--- config.mk ---
export PLATFORM = sky130hd
export DESIGN_NAME = sdram_burst_responder_flat
export DESIGN_NICKNAME = d
export VERILOG_FILES = /design/src/rtl/sdram_burst_responder_if.sv /design/src/rtl/sdram_burst_responder.sv /design/src/flat_wrapper.sv
export SDC_FILE = /design/constraint.sdc
export NUM_CORES = 1
export LEC_CHECK = 0
export BUFFER_PORTS_ARGS = -buffer_cell sky130_fd_sc_hd__buf_2
export CELL_PAD_IN_SITES_DETAIL_PLACEMENT = 0
export CELL_PAD_IN_SITES_GLOBAL_PLACEMENT = 1
export CORE_AREA = 2 2 225 172
export CTS_BUF_LIST = sky130_fd_sc_hd__clkbuf_2
export CTS_CLUSTER_SIZE = 14
export DETAILED_ROUTE_END_ITERATION = 16
export DIE_AREA = 0 0 227 174
export PLACE_DENSITY_LB_ADDON = 0.1
export SLEW_MARGIN = 20
export SYNTH_ARGS = -nofsm -noshare
export SYNTH_HDL_FRONTEND = slang
export SYNTH_SLANG_ARGS = --single-unit
--- constraint.sdc ---
create_clock -name clk -period 10.2 [get_ports clk]
set_input_delay 2.04 -clock clk [delete_from_list [all_inputs] [get_ports clk]]
set_output_delay 2.04 -clock clk [all_outputs]
set_load 0.1 [all_outputs]
--- src/rtl/sdram_burst_responder_if.sv ---
// Cache-fill and backing-memory signal bundle for sdram_burst_responder.
// The slave modport is the responder; master is the cache/memory side.
interface sdram_burst_responder_if;
   logic        sdram_req;
   logic [31:0] sdram_addr;
   logic        sdram_fill;
   logic [31:0] data_to_cache;
   logic        busy;
   logic        error;
   logic        mem_req;
   logic [31:0] mem_addr;
   logic        mem_ack;
   logic [31:0] mem_data;

   modport slave (
      input  sdram_req, sdram_addr, mem_ack, mem_data,
      output sdram_fill, data_to_cache, busy, error, mem_req, mem_addr
   );

   modport master (
      output sdram_req, sdram_addr, mem_ack, mem_data,
      input  sdram_fill, data_to_cache, busy, error, mem_req, mem_addr
   );
endinterface

--- src/rtl/sdram_burst_responder.sv ---
// Fetches an 8-word line from a single-word memory port into a buffer, then
// streams it to the cache critical-word-first with a one-cycle fill pulse.
module sdram_burst_responder #(
   parameter int MEM_TIMEOUT = 255
) (
   input logic                    clk,
   input logic                    reset,
   sdram_burst_responder_if.slave bus
);

   localparam int TW = $clog2(MEM_TIMEOUT + 2);

   typedef enum logic [1:0] {IDLE, FETCH, STREAM} state_t;

   state_t         state_q, state_d;
   logic [26:0]    line_q, line_d;
   logic [2:0]     crit_q, crit_d;
   logic [2:0]     fidx_q, fidx_d;
   logic [2:0]     fcnt_q, fcnt_d;
   logic [3:0]     scnt_q, scnt_d;
   logic [TW-1:0]  wcnt_q, wcnt_d;
   logic           busy_q, busy_d;
   logic           error_q, error_d;
   logic           mem_req_q, mem_req_d;
   logic [31:0]    mem_addr_q, mem_addr_d;
   logic           fill_q, fill_d;
   logic [31:0]    data_q, data_d;
   logic [2:0]     fidx_nxt;
   logic [2:0]     ridx;
   logic [31:0]    buf_q [8];

   always_comb begin
      // NOTE: every variable gets a default here so no path leaves one unassigned (no latches).
      state_d    = state_q;
      line_d     = line_q;
      crit_d     = crit_q;
      fidx_d     = fidx_q;
      fcnt_d     = fcnt_q;
      scnt_d     = scnt_q;
      wcnt_d     = wcnt_q;
      busy_d     = busy_q;
      error_d    = error_q;
      mem_req_d  = mem_req_q;
      mem_addr_d = mem_addr_q;
      fill_d     = 1'b0;
      data_d     = data_q;
      fidx_nxt   = fidx_q + 3'd1;
      ridx       = crit_q + scnt_q[2:0];

      case (state_q)
         IDLE: begin
            if (bus.sdram_req) begin
               line_d     = bus.sdram_addr[31:5];
               crit_d     = bus.sdram_addr[4:2];
               fidx_d     = bus.sdram_addr[4:2];
               fcnt_d     = 3'd0;
               wcnt_d     = '0;
               busy_d     = 1'b1;
               mem_req_d  = 1'b1;
               mem_addr_d = {bus.sdram_addr[31:2], 2'b00};
               state_d    = FETCH;
            end
         end

         FETCH: begin
            if (bus.mem_ack) begin
               fidx_d     = fidx_nxt;
               fcnt_d     = fcnt_q + 3'd1;
               wcnt_d     = '0;
               mem_addr_d = {line_q, fidx_nxt, 2'b00};
               if (fcnt_q == 3'd7) begin
                  mem_req_d = 1'b0;
                  // A withdrawn request still drains the burst, but the line is dropped.
                  if (bus.sdram_req) begin
                     scnt_d  = 4'd0;
                     state_d = STREAM;
                  end else begin
                     busy_d  = 1'b0;
                     state_d = IDLE;
                  end
               end
            end else if (MEM_TIMEOUT != 0 && wcnt_q == TW'(MEM_TIMEOUT - 1)) begin
               error_d   = 1'b1;
               mem_req_d = 1'b0;
               busy_d    = 1'b0;
               state_d   = IDLE;
            end else begin
               wcnt_d = wcnt_q + TW'(1);
            end
         end

         STREAM: begin
            // scnt 0..7 registers words S0..S7; scnt 8 is the cycle S7 is on the bus.
            if (scnt_q == 4'd8) begin
               busy_d  = 1'b0;
               state_d = IDLE;
            end else begin
               fill_d = (scnt_q == 4'd0);
               data_d = buf_q[ridx];
               scnt_d = scnt_q + 4'd1;
            end
         end

         default: state_d = IDLE;
      endcase
   end

   // NOTE: sequential state uses non-blocking assignments so all flops update together.
   always_ff @(posedge clk or posedge reset) begin
      if (reset) begin
         state_q    <= IDLE;
         line_q     <= '0;
         crit_q     <= '0;
         fidx_q     <= '0;
         fcnt_q     <= '0;
         scnt_q     <= '0;
         wcnt_q     <= '0;
         busy_q     <= 1'b0;
         error_q    <= 1'b0;
         mem_req_q  <= 1'b0;
         mem_addr_q <= '0;
         fill_q     <= 1'b0;
         data_q     <= '0;
      end else begin
         state_q    <= state_d;
         line_q     <= line_d;
         crit_q     <= crit_d;
         fidx_q     <= fidx_d;
         fcnt_q     <= fcnt_d;
         scnt_q     <= scnt_d;
         wcnt_q     <= wcnt_d;
         busy_q     <= busy_d;
         error_q    <= error_d;
         mem_req_q  <= mem_req_d;
         mem_addr_q <= mem_addr_d;
         fill_q     <= fill_d;
         data_q     <= data_d;
      end
   end

   // NOTE: the line buffer is never read before it is written, so it has no reset.
   always_ff @(posedge clk) begin
      if (state_q == FETCH && bus.mem_ack) buf_q[fidx_q] <= bus.mem_data;
   end

   assign bus.sdram_fill    = fill_q;
   assign bus.data_to_cache = data_q;
   assign bus.busy          = busy_q;
   assign bus.error         = error_q;
   assign bus.mem_req       = mem_req_q;
   assign bus.mem_addr      = mem_addr_q;

endmodule

--- src/flat_wrapper.sv ---
// flat-port wrapper written by rule: the top's interface ports become plain ports
module sdram_burst_responder_flat 
#(
   parameter int MEM_TIMEOUT = 255
)
  (clk, reset, bus_sdram_req, bus_sdram_addr, bus_mem_ack, bus_mem_data, bus_sdram_fill, bus_data_to_cache, bus_busy, bus_error, bus_mem_req, bus_mem_addr);
  sdram_burst_responder_if bus_i ();
  input logic clk;
  input logic reset;
  input wire logic [$bits(bus_i.sdram_req)-1:0] bus_sdram_req;
  input wire logic [$bits(bus_i.sdram_addr)-1:0] bus_sdram_addr;
  input wire logic [$bits(bus_i.mem_ack)-1:0] bus_mem_ack;
  input wire logic [$bits(bus_i.mem_data)-1:0] bus_mem_data;
  output wire logic [$bits(bus_i.sdram_fill)-1:0] bus_sdram_fill;
  output wire logic [$bits(bus_i.data_to_cache)-1:0] bus_data_to_cache;
  output wire logic [$bits(bus_i.busy)-1:0] bus_busy;
  output wire logic [$bits(bus_i.error)-1:0] bus_error;
  output wire logic [$bits(bus_i.mem_req)-1:0] bus_mem_req;
  output wire logic [$bits(bus_i.mem_addr)-1:0] bus_mem_addr;
  assign bus_i.sdram_req = bus_sdram_req;
  assign bus_i.sdram_addr = bus_sdram_addr;
  assign bus_i.mem_ack = bus_mem_ack;
  assign bus_i.mem_data = bus_mem_data;
  assign bus_sdram_fill = bus_i.sdram_fill;
  assign bus_data_to_cache = bus_i.data_to_cache;
  assign bus_busy = bus_i.busy;
  assign bus_error = bus_i.error;
  assign bus_mem_req = bus_i.mem_req;
  assign bus_mem_addr = bus_i.mem_addr;
  sdram_burst_responder #(.MEM_TIMEOUT(MEM_TIMEOUT)) u_core (.clk(clk), .reset(reset), .bus(bus_i));
endmodule
==> impl_metrics.py <==
metrics = {
    "synthesis": {
        "synth_most_common_cell": "edfxtp_1",
        "synth_top_cell_area_share_pct": 52.2,
        "synth_area_leader_cell": "edfxtp_1",
        "async_flop_share_pct": 30.8,
        "avgSynthCellArea_um2": 17.5,
        "synth-seq-area-share_pct": 71.6,
        "synthTopCellsByArea": "edfxtp_1, dfrtp_1, mux4_2",
        "yosys_warnings": 0,
        "synthesis.area_um2": 14700,
        "synth_edf_count": 256,
        "synth_flop_cell": "edfxtp_1",
        "synth_cells": 843,
        "synth_common_cells": "edfxtp_1, dfrtp_1, nand2_1",
        "ys_types": 51,
        "ys_ff_latch": 370,
    },
    "critical_path": {
        "cp.required_ns": 8.16,
        "critPathTopFamily": "flip-flops",
        "setup.worst_path.class": "flip-flop to output pin",
        "crit_buf_inv": 1,
        "critPathMaxStageDelay_ns": 0.60,
        "cp_data_arrival_time_ns": 2.03,
        "worstPathCellList": "buf_2",
        "crit_fanout": 8,
        "crit_path_end_kind": "output pin",
        "start_kind": "flip-flop",
        "critical-path-slowest-cell": "dfrtp_1",
    },
    "grt": {
        "grtUsageTotal_pct": 16.7,
        "grt_pass1_vias": 8385,
        "overflow": 0,
        "grt_max_degree": 66,
        "use_met2_pct": 24.6,
        "gr-usage-met3_pct": 4.33,
        "gr-usage-met1_pct": 23.7,
        "grt_pass1_wl_um": 49400,
        "busiest_layer": "met2",
        "antenna_found_initial": 3,
    },
    "pwr": {
        "p_sw_share_pct": 43.9,
        "leakagePower_nw": 6.56,
        "p_comb_share_pct": 47.2,
        "clockPowerShare_pct": 17.7,
        "power_density_nw_per_um2": 343,
        "p_switching_mw": 2.53,
        "irDropWorstVdd_uv": 207,
        "internal_power_mw": 3.24,
        "seqPwrFrac_pct": 35.1,
    },
    "floorplanning": {
        "core_area_um2": 37500,
        "start_util_pct": 39.2,
        "die_w_um": 227,
        "rows": 62,
        "die_y_um": 174,
        "die_area_um2": 39500,
        "io_pins": 136,
    },
    "timing": {
        "fin_crit_ns": 4.07,
        "fin_tns_setup_ns": 0,
        "max_slew_margin_pct": 33.0,
        "setup_viol": 0,
        "max_freq_mhz": 246,
        "slew_viol_final": 0,
        "setup_ws_ns": 6.13,
        "rsz0062_at_grt": "no",
        "finalHoldViolations": 0,
        "fin_crit_sh_pct": 39.9,
        "clock_skew_ns": 0.0846,
        "tightest_slew_ns": 1.01,
    },
    "clock_tree": {
        "clk_pin_slew_worst_paths_ns": 0.10,
        "clock_latency_ns": 0.96,
        "post_cts_buffers": 0,
        "cts_hold_buf": 0,
        "cts_tree": "done",
        "root_buffer": "clkbuf_2",
        "cts-resized-gates": 0,
        "cts_buffers": 93,
        "cts_buffer_depth": 3,
        "cts_sinks": 370,
        "htreeDepth": 3,
    },
    "run": {
        "cap_violations": 0,
    },
    "drt": {
        "drt-total-wl_um": 31700,
        "postRouteAntennaNets": 0,
        "drc": 0,
        "vias": 7944,
        "dr.pass1.iters": 4,
        "first_iter_violations": 402,
        "wl_per_cell_um": 19.5,
        "routed_via_density": 4.89,
    },
    "finish": {
        "nFillCells": 3486,
        "utilization_pct": 44.9,
        "stdcell_area_um2": 16800,
        "area_growth_pct": 14.5,
        "finalNetCount": 1119,
        "drive_gt1_share_pct": 37.3,
        "fin_cells": 1624,
    },
    "placement": {
        "dpl_cell_area_um2": 16000,
        "numPortBuffers": 131,
        "placed_cells": 1456,
        "dp_hpwl_um": 16800,
        "gp_congestion": 0.711,
        "dp_slack_ns": 5.81,
    },
    "run_status": {
        "status": "finished, final reports clean",
    },
    "worst_hold_path": {
        "hold_class": "flip-flop to flip-flop",
    },
}
## final timing paths
check	cells after the start	startpoint	to	slack [ns]
max reg2reg	6	u_core.state_q[1]$_DFFE_PP0P_	u_core.buf_q[3][24]$_DFFE_PP_	7.17
min	1	u_core.bus.error$_DFFE_PP0P_	u_core.bus.error$_DFFE_PP0P_	0.47
max in group asynchronous	3	reset	u_core.wcnt_q[2]$_DFFE_PP0P_	7.54
min reg2reg	1	u_core.bus.error$_DFFE_PP0P_	u_core.bus.error$_DFFE_PP0P_	0.47
min in group asynchronous	2	reset	u_core.bus.data_to_cache[25]$_DFFE_PP0P_	1.30
max	1	u_core.bus.mem_addr[4]$_DFFE_PP0P_	bus_mem_addr[4]	6.13
## layout by cell type, fill, tap and decap left out, types with 4 or more instances in the layout
cell type,instances
a21oi_1,4
and3_1,5
buf_2,131
buf_4,15
clkbuf_2,148
clkinv_1,13
dfrtp_1,114
edfxtp_1,256
ha_1,9
inv_1,12
mux2_2,32
mux2i_1,65
mux4_2,64
nand2_1,73
nand2b_1,6
nand3_1,12
nor2_1,9
nor2b_1,4
nor3_2,4
o211ai_1,4
o21ai_0,64
o21ai_1,5
## power by group through the flow
stage / combinational, mW / sequential, mW / clock [mW]
detailed placement: 2.78 / 2.06 / 0
global placement: 2.77 / 2.06 / 0
global route: 2.93 / 2.06 / 1.16
floorplan: 1.43 / 2.88 / 0
finish: 2.72 / 2.03 / 1.02
CTS: 2.78 / 2.03 / 1.08
## state kept, by name, summed over array words and instances, names as in the netlist
| signal | cells |
|---|---|
| u_core.buf_q | 256 |
| u_core.bus.data_to_cache | 32 |
| u_core.bus.mem_addr | 28 |
| u_core.line_q | 27 |
| u_core.wcnt_q | 9 |
| u_core.scnt_q | 4 |
| u_core.crit_q | 3 |
| u_core.fcnt_q | 3 |
| u_core.fidx_q | 2 |
| u_core.state_q | 2 |
| u_core.bus.busy | 1 |
| u_core.bus.error | 1 |
| u_core.bus.mem_req | 1 |
| u_core.bus.sdram_fill | 1 |
## layout make-up
cell class | instances | area (µm²) | share of cell area, %
Tap cell | 512 | 641 | 3.80
Inverter | 13 | 51.3 | 0.305
Clock buffer | 148 | 741 | 4.40
Clock inverter | 19 | 141 | 0.839
Antenna cell | 1 | 2.50 | 0.0149
Multi-Input combinational cell | 415 | 3960 | 23.5
Timing Repair Buffer | 146 | 768 | 4.56
Sequential cell | 370 | 10500 | 62.6
## per-stage QoR
| step | hold slack [ns] | power [mW] |
|---|---|---|
| floorplan | 0.461 | 4.31 |
| detailed placement | 0.463 | 4.84 |
| global route | 0.489 | 6.15 |
| global placement | 0.453 | 4.83 |
| CTS | 0.482 | 5.89 |
| finish | 0.469 | 5.77 |
## per-layer routing
| metal | vias up | share of wire (%) | wire, µm |
|---|---|---|---|
| met5 | - | 0.079 | 25 |
| met4 | 4 | 2.1 | 669 |
| met3 | 66 | 4.6 | 1470 |
| met2 | 193 | 45 | 14200 |
| met1 | 3972 | 48 | 15300 |
| li1 | 3709 | - | - |
## kinds of logic (layout without fill, tap and decap cells)
logic type               count (synthesis)  after routing  synth area share [%]
flip-flops                             370            370                  71.6
multiplexers                           162            162                  16.8
AND/OR/NAND/NOR                        137            137                  4.34
AO/OA/AOI/OAI                           98             98                  3.82
buffers and inverters                   59            326                  2.07
adder cells (fa/ha/maj)                 12             12                  1.07
XOR/XNOR                                 4              4                 0.289
other                                    1              3                0.0255
Note: power is estimated with default switching activity, not from simulation.
